$ cat config.mk
export PLATFORM = sky130hd
export DESIGN_NAME = z80_wait_controller_flat
export DESIGN_NICKNAME = d
export VERILOG_FILES = /design/src/rtl/z80_wait_controller_if.sv /design/src/rtl/z80_wait_controller.sv /design/src/flat_wrapper.sv
export SDC_FILE = /design/constraint.sdc
export NUM_CORES = 1
export LEC_CHECK = 0
export ABC_CLOCK_PERIOD_IN_PS = 1700
export CELL_PAD_IN_SITES_DETAIL_PLACEMENT = 0
export CELL_PAD_IN_SITES_GLOBAL_PLACEMENT = 2
export CORE_MARGIN = 2
export CORE_UTILIZATION = 34
export DETAILED_ROUTE_END_ITERATION = 12
export GPL_TIMING_DRIVEN = 0
export MAX_ROUTING_LAYER = met4
export PLACE_DENSITY = 0.77
export RECOVER_POWER = 100
export SLEW_MARGIN = 5
export SYNTH_ARGS = -nofsm -noshare
export SYNTH_HDL_FRONTEND = slang
export SYNTH_SLANG_ARGS = --single-unit
$ cat constraint.sdc
create_clock -name i_clk -period 1.7 [get_ports i_clk]
set_clock_uncertainty 0.2 [all_clocks]
set_input_delay 0.34 -clock i_clk [delete_from_list [all_inputs] [get_ports i_clk]]
set_output_delay 0.34 -clock i_clk [all_outputs]
set_load 0.01 [all_outputs]
$ cat src/rtl/z80_wait_controller_if.sv
// Bus-side signal bundle of the Z80 wait-state controller: register-file access,
// Z80 cycle-type strobes, decoded device slot and the WAIT line.
interface z80_wait_controller_if #(
   parameter int N_DEV = 8
);
   localparam int AW = (N_DEV > 1) ? $clog2(N_DEV) : 1;

   logic          i_cs_n;
   logic          i_wr_n;
   logic          i_rd_n;
   logic [AW-1:0] i_addr;
   logic [7:0]    i_data;
   logic [7:0]    o_data;
   logic          i_mreq_n;
   logic          i_iorq_n;
   logic          i_m1_n;
   logic          i_rfsh_n;
   logic [AW-1:0] i_device;
   logic          i_ext_wait_n;
   logic          o_wait_n;

   modport master (
      output i_cs_n, i_wr_n, i_rd_n, i_addr, i_data,
      output i_mreq_n, i_iorq_n, i_m1_n, i_rfsh_n, i_device, i_ext_wait_n,
      input  o_data, o_wait_n
   );

   modport slave (
      input  i_cs_n, i_wr_n, i_rd_n, i_addr, i_data,
      input  i_mreq_n, i_iorq_n, i_m1_n, i_rfsh_n, i_device, i_ext_wait_n,
      output o_data, o_wait_n
   );
endinterface

$ cat src/rtl/z80_wait_controller.sv
// Programmable per-device wait-state generator for a Z80 bus: a small register
// file of wait counts and a down-counter that holds WAIT low after each new request.
module z80_wait_controller #(
   parameter int N_DEV  = 8,
   parameter int WS_W   = 4,
   parameter int DEF_WS = 0
) (
   input logic                  i_clk,
   input logic                  i_reset,
   z80_wait_controller_if.slave bus
);
   localparam int AW = (N_DEV > 1) ? $clog2(N_DEV) : 1;

   logic [WS_W-1:0] ws [N_DEV];
   logic [WS_W-1:0] cnt;
   logic            req;
   logic            req_q;
   logic            trig;
   logic            reg_wr;
   logic            reg_rd;
   logic            cnt_nz;
   logic [7:0]      rd_data;
   logic            unused_data;

   // Cycle classification and register-strobe decode
   always_comb begin
      req    = (~bus.i_mreq_n & bus.i_rfsh_n) | (~bus.i_iorq_n & bus.i_m1_n);
      trig   = req & ~req_q;
      reg_wr = ~bus.i_cs_n & ~bus.i_wr_n;
      reg_rd = ~bus.i_cs_n & ~bus.i_rd_n;
      cnt_nz = (cnt != {WS_W{1'b0}});
   end

   // Wait-count register file; writes are locked out while reset is held
   always_ff @(posedge i_clk or posedge i_reset) begin
      if (i_reset) begin
         for (int k = 0; k < N_DEV; k++) begin
            ws[k] <= WS_W'(DEF_WS);
         end
      end else if (reg_wr) begin
         ws[bus.i_addr] <= bus.i_data[WS_W-1:0];
      end
   end

   // Request edge detector and wait down-counter; a same-edge write to the slot
   // is not yet visible here, so the count loads from the old value.
   always_ff @(posedge i_clk or posedge i_reset) begin
      if (i_reset) begin
         req_q <= 1'b1;
         cnt   <= {WS_W{1'b0}};
      end else begin
         req_q <= req;
         if (trig) begin
            cnt <= ws[bus.i_device];
         end else if (cnt_nz && req) begin
            cnt <= cnt - WS_W'(1);
         end else if (!req) begin
            cnt <= {WS_W{1'b0}};
         end
      end
   end

   // Register readback, zero-extended to the 8-bit data bus
   always_comb begin
      rd_data = 8'h00;
      if (reg_rd) begin
         rd_data[WS_W-1:0] = ws[bus.i_addr];
      end else begin
         rd_data = 8'h00;
      end
   end

   assign unused_data  = ^bus.i_data;
   assign bus.o_data   = rd_data;
   assign bus.o_wait_n = ~(req & cnt_nz) & bus.i_ext_wait_n;

   if (AW < 1 || WS_W < 1 || WS_W > 8) begin : g_param_check
      $error("z80_wait_controller: unsupported parameter values");
   end
endmodule

$ cat src/flat_wrapper.sv
// flat-port wrapper written by rule: the top's interface ports become plain ports
module z80_wait_controller_flat 
#(
   parameter int N_DEV  = 8,
   parameter int WS_W   = 4,
   parameter int DEF_WS = 0
)
  (i_clk, i_reset, bus_i_cs_n, bus_i_wr_n, bus_i_rd_n, bus_i_addr, bus_i_data, bus_i_mreq_n, bus_i_iorq_n, bus_i_m1_n, bus_i_rfsh_n, bus_i_device, bus_i_ext_wait_n, bus_o_data, bus_o_wait_n);
  z80_wait_controller_if #(.N_DEV(N_DEV)) bus_i ();
  input logic i_clk;
  input logic i_reset;
  input wire logic [$bits(bus_i.i_cs_n)-1:0] bus_i_cs_n;
  input wire logic [$bits(bus_i.i_wr_n)-1:0] bus_i_wr_n;
  input wire logic [$bits(bus_i.i_rd_n)-1:0] bus_i_rd_n;
  input wire logic [$bits(bus_i.i_addr)-1:0] bus_i_addr;
  input wire logic [$bits(bus_i.i_data)-1:0] bus_i_data;
  input wire logic [$bits(bus_i.i_mreq_n)-1:0] bus_i_mreq_n;
  input wire logic [$bits(bus_i.i_iorq_n)-1:0] bus_i_iorq_n;
  input wire logic [$bits(bus_i.i_m1_n)-1:0] bus_i_m1_n;
  input wire logic [$bits(bus_i.i_rfsh_n)-1:0] bus_i_rfsh_n;
  input wire logic [$bits(bus_i.i_device)-1:0] bus_i_device;
  input wire logic [$bits(bus_i.i_ext_wait_n)-1:0] bus_i_ext_wait_n;
  output wire logic [$bits(bus_i.o_data)-1:0] bus_o_data;
  output wire logic [$bits(bus_i.o_wait_n)-1:0] bus_o_wait_n;
  assign bus_i.i_cs_n = bus_i_cs_n;
  assign bus_i.i_wr_n = bus_i_wr_n;
  assign bus_i.i_rd_n = bus_i_rd_n;
  assign bus_i.i_addr = bus_i_addr;
  assign bus_i.i_data = bus_i_data;
  assign bus_i.i_mreq_n = bus_i_mreq_n;
  assign bus_i.i_iorq_n = bus_i_iorq_n;
  assign bus_i.i_m1_n = bus_i_m1_n;
  assign bus_i.i_rfsh_n = bus_i_rfsh_n;
  assign bus_i.i_device = bus_i_device;
  assign bus_i.i_ext_wait_n = bus_i_ext_wait_n;
  assign bus_o_data = bus_i.o_data;
  assign bus_o_wait_n = bus_i.o_wait_n;
  z80_wait_controller #(.N_DEV(N_DEV), .WS_W(WS_W), .DEF_WS(DEF_WS)) u_core (.i_clk(i_clk), .i_reset(i_reset), .bus(bus_i));
endmodule
Word-level counts from Yosys, hierarchy flattened
Index checks and enable logic that the tools add are counted.
{"block": "word_totals", "word_cells": 48, "latch_bits": 0, "regBits": 37, "n_memories": 0, "out_inout_bits": 9, "mem_bits_rw": 0, "mem_bits_ro": 0}
{"block": "op_classes", "muxes": 13, "bitwise": 17, "n_addsub": 1, "shifts": 0, "reduce_logical": 3, "n_eq_ne": 1, "magnitude_cmp": 3, "multipliers": 0, "div": 0}
{"op": "$mux W4", "count": 9}
{"op": "$bwmux W32", "count": 1}
{"op": "$bmux W4 S3", "count": 2}
{"op": "$demux W4 S3", "count": 1}
{"op": "$ge A4 B4 Y1 const B", "count": 2}
{"op": "$not A3 Y4", "count": 2}
{"op": "$and A1 B1 Y1", "count": 7}
{"op": "$not A1 Y1", "count": 7}
{"op": "$lt A4 B1 Y1 const B", "count": 1}
{"op": "$reduce_bool A4 Y1", "count": 1}
{"op": "$sub A4 B1 Y4 const B", "count": 1}
{"op": "$ne A3 B3 Y1 const B", "count": 1}
{"op": "$logic_and A1 B1 Y1", "count": 2}
{"op": "$or A1 B1 Y1", "count": 1}

Depth between registers and ports, before layout
Gate-level depths: netlist (run 1).
{"block": "depth", "word_depth": 6, "depth_mapped": 6, "mapped_depth_nobuf": 6}

Least setup slack after synthesis (run 1)
OpenSTA, ideal clock, no wires.
{"block": "synth_timing", "kind": "register -> register", "from": "register u_core.cnt[0]", "to": "register u_core.cnt[1]", "path_slack_ns": -0.062, "n_path_buf": 0, "required_ns": 1.433, "arrival_time_ns": 1.495, "stages_incl_launch_ff": 7, "path_cell_list": "dfrtp_1 -> inv_1 -> ha_1 -> nor3b_2 -> mux2_2 -> a21oi_1 -> o221a_1"}
{"block": "synth_via", "elab_chain_len": 4}
{"element": "start: declaration", "line": "z80_wait_controller.sv:15", "rtl": "logic [WS_W-1:0] cnt;"}
{"element": "start signal: assignment", "line": "z80_wait_controller.sv:50", "rtl": "cnt <= {WS_W{1'b0}};"}
{"element": "start signal: assignment", "line": "z80_wait_controller.sv:54", "rtl": "cnt <= ws[bus.i_device];"}
{"element": "start signal: assignment", "line": "z80_wait_controller.sv:56", "rtl": "cnt <= cnt - WS_W'(1);"}
{"element": "parallel branches: the longest is 4 deep, another holds $sub A4 B1 Y4"}
Several ways; the timed one is not identified.
A chain may end at the register's enable or synchronous reset.

Worst setup path after layout (run 1)
{"block": "layout_timing", "from": "register u_core.ws[3] (netlist name)", "to": "output bus_o_data[3]"}
{"block": "layout_via", "elab_chain_len": 4}
{"element": "start: declaration", "line": "z80_wait_controller.sv:14", "rtl": "logic [WS_W-1:0] ws [N_DEV];"}
{"element": "start signal: indexed assignment", "line": "z80_wait_controller.sv:38", "rtl": "ws[k] <= WS_W'(DEF_WS);"}
{"element": "start signal: indexed assignment", "line": "z80_wait_controller.sv:41", "rtl": "ws[bus.i_addr] <= bus.i_data[WS_W-1:0];"}
{"element": "$bmux W4 S3", "line": "z80_wait_controller.sv:67", "rtl": "rd_data[WS_W-1:0] = ws[bus.i_addr];"}
{"element": "$mux W4 (implied by the code) (2 in series)", "line": "z80_wait_controller.sv:67"}
{"element": "$mux W4", "line": "z80_wait_controller.sv:66", "rtl": "if (reg_rd) begin"}
{"element": "end: declaration", "line": "flat_wrapper.sv:23", "rtl": "output wire logic [$bits(bus_i.o_data)-1:0] bus_o_data;"}
Every way passes these cells. The select of a mux whose other input is x is not followed.

==> results of run 1 <==
## sequential cells by signal, summed over array words and instances, names as in the netlist
register / count
u_core.cnt: 4
u_core.ws: 32
u_core.req_q: 1
## report_power, final
group / leakage, nW / internal [W] / switching, W
clock: 0.0450 / 0.000284 / 0.000298
sequential: 0.456 / 0.00107 / 0.000145
combinational: 0.697 / 0.000565 / 0.000313
## worst paths after layout
check,startpoint,to,depth (start not counted)
max,u_core.ws[3],bus_o_data[3],4
max in group asynchronous,i_reset,u_core.ws[3],2
max reg2reg,u_core.cnt[1],u_core.cnt[1],7
min in group asynchronous,i_reset,u_core.cnt[1],2
min reg2reg,u_core.ws[21],u_core.ws[21],1
min,bus_i_device[0],u_core.cnt[3],4
## area by class of cell
cell class / count / share of cell area, %
Multi-Input combinational cell: 103 / 42.7
Sequential cell: 37 / 34.2
Timing Repair Buffer: 41 / 11.4
Tap cell: 77 / 3.55
Buffer: 11 / 4.34
Clock buffer: 6 / 2.68
Clock inverter: 2 / 0.369
Inverter: 6 / 0.831
## cell usage in the layout, fill, tap and decap left out, types with 2 or more instances in the layout
cell type,instances
buf_2,6
mux4_2,14
clkbuf_4,2
nand2b_1,2
mux2_2,25
nand3_1,2
mux2_4,9
nor2b_1,2
a21oi_1,4
inv_1,3
buf_4,19
inv_2,3
buf_6,2
clkdlybuf4s50_1,10
conb_1,4
buf_12,2
nand2_1,8
dfrtp_1,36
clkbuf_2,4
clkbuf_8,5
clkinv_2,2
mux2i_1,7
nor2_1,2
nor3_2,5
clkbuf_1,4
o211ai_1,2
## stage by stage
step	hold WS [ns]	cells	setup slack [ns]	setup TNS, ns	cell area [um^2]
4_1_cts	0.256	279	-0.415	-1.89	2710
5_1_grt	0.288	283	-0.446	-2.17	2710
6_report	0.256	283	-0.394	-1.84	2710
3_3_place_gp	0.305	254	-1.23	-36.90	2520
3_5_place_dp	0.316	254	-1.20	-21.88	2520
2_1_floorplan	0.288	157	-0.00210	-0.00281	2220
## metal layers
layer  vias up  routed length (um)  share of wire, %  GRT usage, %
li1        666                   -                 -             -
met1       777                2250                42          20.3
met2        35                2740                52          27.5
met3        12                 201               3.8          2.97
met4         0                 107               2.0          4.84
met5         -                   0                 0             -
## worst max-delay path, stage by stage, from the launching register on
cell,delay (ns)
dfrtp_1,0.39
mux4_2,0.48
mux2i_1,0.19
nor3_2,0.06
buf_2,0.15
## cells by family (layout without fill, tap and decap cells)
logic type               Yosys count  in the layout  share of synthesized area, %
AO/OA/AOI/OAI                     12             12                          3.76
XOR/XNOR                           1              1                         0.405
adder cells (fa/ha/maj)            1              1                         0.579
buffers and inverters             17             66                          5.90
flip-flops                        37             37                          42.9
multiplexers                      56             56                          38.1
other                              1              4                         0.173
AND/OR/NAND/NOR                   29             29                          8.22
## what timing repair did
action | CTS | global route
pin swaps | 7 | 4
setup endpoints to repair | 40 | 14
gates resized for setup | 33 | 6
hold buffers | 0 | 0
gates cloned | 0 | 0
buffers inserted | 17 | 5
==> results.py, run 1 <==
metrics = {
    "floorplan": {
        "die_height_um": 83.7,
        "core_area_mm2": 0.00624,
        "ioPinCount": 33,
        "row_count": 29,
        "fp.dieArea_mm2": 0.00701,
        "initial_core_util_pct": 34.6,
        "die_width_um": 83.7,
    },
    "timing": {
        "fin_crit_sh_pct": 123,
        "final-max-slew-violation-count": 0,
        "hold_viol_final": 0,
        "fin_crit_ns": 2.09,
        "slew_headroom_pct": 46.1,
        "worstMarginPinSlew_ns": 0.807,
        "max_freq_mhz": 478,
        "timing.final.ws_setup_ns": -0.394,
        "setup_violations": 6,
        "rsz0062_at_grt": "yes",
    },
    "routing": {
        "dr.pass1.iters": 4,
        "routed_wl_um": 5300,
        "vias_per_cell": 5.27,
        "vias": 1490,
        "ant_nets": 0,
        "drcViolationCount": 0,
        "wl_per_cell_um": 18.7,
        "drt_iter0_markers": 42,
    },
    "clock_network": {
        "cts_max_level": 2,
        "clkTransAtPathRegs_ns": 0.07,
        "clock-sinks": 37,
        "clock_path_buffers": 2,
        "cts_tree": "done",
        "numCtsBuffers": 5,
        "insertion_delay_ns": 0.29,
        "cts_root_buf": "clkbuf_8",
    },
    "final_layout": {
        "seqCellArea_um2": 927,
        "fin_nets": 230,
        "multi_input_area_mm2": 0.00116,
        "fin_util_pct": 43.4,
        "diodes": 0,
        "area_growth_pct": 25.3,
        "drive_above_1_share_pct": 52.9,
        "fillCellCount": 605,
    },
    "setup_path": {
        "path_class": "flop to primary output",
        "cp.arrival_ns": 1.55,
        "end_kind": "primary output",
        "cp.required_ns": 1.16,
        "r2r_slack_ns": -0.13,
        "crit_fanout": 2,
        "cp-start-kind": "flop",
    },
    "global_route": {
        "grt_max_degree": 38,
        "grt_usage_pct": 16.4,
        "grt_pass1_vias": 1575,
        "grt-ovfl-total": 0,
        "antenna_found_initial": 0,
        "grt_first_pass_wirelength_um": 8550,
    },
    "logic_synthesis": {
        "synth_cell_types": 34,
        "synth_cells": 154,
        "yosysSeqAreaShare_pct": 42.9,
        "synthFlopType": "dfrtp_1",
        "synth_top_area_share_pct": 41.7,
        "synth_common_cells": "36 x dfrtp_1, 26 x mux2_2, 10 x mux4_2",
        "syn_area_mm2": 0.00216,
        "synthTopCellsByArea": "dfrtp_1 42%, mux2_2 14%, mux4_2 10%",
        "synth_seq_cells": 37,
        "synth_top_area_cell": "dfrtp_1",
        "post-synth-top-count-cell": "dfrtp_1",
        "synth_edf_count": 0,
        "syn_avg_cell_area_um2": 14.0,
        "async_flop_share_pct": 100,
        "ys_warn_count": 0,
    },
    "power_and_ir_drop": {
        "total_power_w": 0.00268,
        "vdd_drop_max_v": 0.000446,
        "p_leak_nw": 1.20,
        "power-per-cell-area_mw_per_mm2": 988,
    },
    "placement": {
        "gp_congestion": 0.843,
        "dp_hpwl_um": 3640,
        "portBuffers": 20,
    },
    "run": {
        "maxCapViolCount": 0,
    },
    "min_path": {
        "hold_class": "primary input to flop",
    },
    "run_status": {
        "violations": "negative setup slack",
        "outcome": "finished, violations left",
    },
}
Note: power is estimated with default switching activity, not from simulation.
==> run 2, diff against run 1 <==
--- a/config.mk
+++ b/config.mk
@@ -6,6 +6,7 @@
 export NUM_CORES = 1
 export LEC_CHECK = 0
 export ABC_CLOCK_PERIOD_IN_PS = 1700
+export CAP_MARGIN = 0
 export CELL_PAD_IN_SITES_DETAIL_PLACEMENT = 0
 export CELL_PAD_IN_SITES_GLOBAL_PLACEMENT = 2
 export CORE_MARGIN = 2
==> constraint.sdc (replaced) <==
create_clock -name i_clk -period 1.7 [get_ports i_clk]
set_clock_uncertainty 0.2 [all_clocks]
set_input_delay 0.255 -clock i_clk [delete_from_list [all_inputs] [get_ports i_clk]]
set_output_delay 0.255 -clock i_clk [all_outputs]
set_load 0.01 [all_outputs]
==> results.py, run 2 (synthesis gave the netlist of run 1 again) <==
metrics = {
    "run_status": {
        "outcome": "finished, violations left",
        "violations": "negative setup slack",
    },
    "setup_path": {
        "path_class": "flop to primary output",
        "cp-start-kind": "flop",
        "cp.required_ns": 1.24,
        "cp.arrival_ns": 1.60,
        "end_kind": "primary output",
        "r2r_slack_ns": -0.07,
        "crit_fanout": 2,
        "worst-r2r-cell-count": 7,
        "timing.rr.start": "u_core.cnt[1]",
        "reg2reg_to": "u_core.cnt[1]",
    },
    "clock_network": {
        "cts_max_level": 2,
        "clkTransAtPathRegs_ns": 0.08,
        "cts_root_buf": "clkbuf_8",
        "cts_tree": "done",
        "clock-sinks": 37,
        "insertion_delay_ns": 0.29,
        "clock_path_buffers": 2,
        "numCtsBuffers": 5,
    },
    "floorplan": {
        "ioPinCount": 33,
        "core_area_mm2": 0.00624,
        "die_height_um": 83.7,
        "die_width_um": 83.7,
        "fp.dieArea_mm2": 0.00701,
        "row_count": 29,
        "initial_core_util_pct": 34.6,
    },
    "routing": {
        "routed_wl_um": 5340,
        "vias": 1518,
        "ant_nets": 0,
        "wl_per_cell_um": 18.4,
        "vias_per_cell": 5.22,
        "drt_iter0_markers": 89,
        "dr.pass1.iters": 4,
        "drcViolationCount": 0,
    },
    "final_layout": {
        "fin_nets": 238,
        "seqCellArea_um2": 927,
        "largest_reg_flops": 32,
        "diodes": 0,
        "layout_commonest_cell": "dfrtp_1",
        "top_register": "u_core.ws",
        "fin_util_pct": 44.6,
        "fillCellCount": 619,
        "drive_above_1_share_pct": 50.9,
        "multi_input_area_mm2": 0.00113,
        "mostFrequentLayoutCells": "36 x dfrtp_1, 30 x buf_4, 24 x mux2_2",
        "area_growth_pct": 28.8,
        "largestRegisters": "u_core.ws (32), u_core.cnt (4), u_core.req_q (1)",
    },
    "min_path": {
        "hold_path.startpoint": "bus_i_device[0]",
        "min_to": "u_core.cnt[3]",
        "hold_depth": 4,
        "hold_class": "primary input to flop",
    },
    "power_and_ir_drop": {
        "vdd_drop_max_v": 0.000538,
        "total_power_w": 0.00304,
        "p_leak_nw": 1.25,
        "power-per-cell-area_mw_per_mm2": 1090,
    },
    "placement": {
        "gp_congestion": 0.779,
        "portBuffers": 20,
        "dp_hpwl_um": 3580,
    },
    "global_route": {
        "grt_usage_pct": 17.0,
        "antenna_found_initial": 0,
        "grt-ovfl-total": 0,
        "grt_pass1_vias": 1581,
        "grt_first_pass_wirelength_um": 8810,
        "grt_max_degree": 38,
    },
    "timing": {
        "rsz0062_at_grt": "yes",
        "fin_crit_ns": 2.06,
        "hold_viol_final": 0,
        "setup_violations": 6,
        "max_freq_mhz": 486,
        "timing.final.ws_setup_ns": -0.359,
        "worstMarginPinSlew_ns": 0.796,
        "slew_headroom_pct": 46.9,
        "fin_crit_sh_pct": 121,
        "final-max-slew-violation-count": 0,
    },
    "run": {
        "maxCapViolCount": 0,
    },
}
==> run 2: cell count changes in the layout (fill, tap and decap cells not counted), moves of 3 or more <==
cell,delta
buf_4,+11
mux2_1,+5
mux2_4,-4
buf_6,+3
nor3_1,+3
nor3_2,-3
==> run 2: timing repair <==
item | CTS | global route
setup endpoints to repair | 39 | 11
resized for setup | 36 | 3
gates cloned | 0 | 0
hold buffers | 0 | 0
pin swaps | 3 | 2
setup buffers | 23 | 6
==> run 2: per-stage QoR <==
stage	TNS (ns)	setup slack (ns)	std cells	hold WS [ns]	cell area (um^2)
4_1_cts	-1.48	-0.364	285	0.156	2780
2_1_floorplan	0	0.00748	157	0.203	2190
6_report	-1.42	-0.359	291	0.163	2780
5_1_grt	-1.83	-0.400	291	0.193	2780
3_5_place_dp	-17.06	-1.06	254	0.309	2490
3_3_place_gp	-29.77	-1.01	254	0.302	2490
==> run 2: final cells by class <==
type                    count  share of cell area, %
plain buffers              11                   3.33
clock buffers               5                   2.47
clock inverters             3                   2.34
inverters                   6                  0.809
multi-input cells         103                   40.5
flip-flops and latches     37                   33.3
well taps                  77                   3.46
repair buffers             49                   13.8
==> run 2: critical path: stages (launching register included) <==
cell     delay [ns]
dfrtp_1        0.40
mux4_2         0.48
mux2i_2        0.21
nor3_2         0.07
buf_2          0.16
==> run 2: worst max-delay path by stage <==
stage,startpoint,end,cells after the start
2_1_floorplan,u_core.cnt[0],u_core.cnt[1],6
3_3_place_gp,bus_i_addr[0],bus_o_data[2],6
3_5_place_dp,bus_i_addr[0],bus_o_data[3],6
4_1_cts,u_core.ws[19],bus_o_data[3],4
5_1_grt,u_core.ws[3],bus_o_data[3],4
6_report,u_core.ws[19],bus_o_data[3],4
==> run 2: layer usage <==
| layer | GRT usage, % | vias up | wire, um |
|---|---|---|---|
| met5 | - | - | 0 |
| met4 | 3.96 | 0 | 47 |
| met3 | 3.66 | 4 | 228 |
| met2 | 27.7 | 39 | 2730 |
| met1 | 21.9 | 795 | 2340 |
| li1 | - | 680 | - |
==> run 2: report_power, final <==
group          internal [W]  leakage [nW]  switching (W)
registers           0.00107         0.456       0.000135
logic              0.000599         0.727       0.000326
clock network      0.000583        0.0681       0.000324
total               0.00225          1.25       0.000785
==> run 3, diff against run 2 <==
--- a/config.mk
+++ b/config.mk
@@ -11,6 +11,7 @@
 export CELL_PAD_IN_SITES_GLOBAL_PLACEMENT = 2
 export CORE_MARGIN = 2
 export CORE_UTILIZATION = 34
+export CTS_CLUSTER_DIAMETER = 40
 export DETAILED_ROUTE_END_ITERATION = 12
 export GPL_TIMING_DRIVEN = 0
 export MAX_ROUTING_LAYER = met4
==> results of run 3 <==
No change in the layout: final DEF, timing and power equal those of run 2.
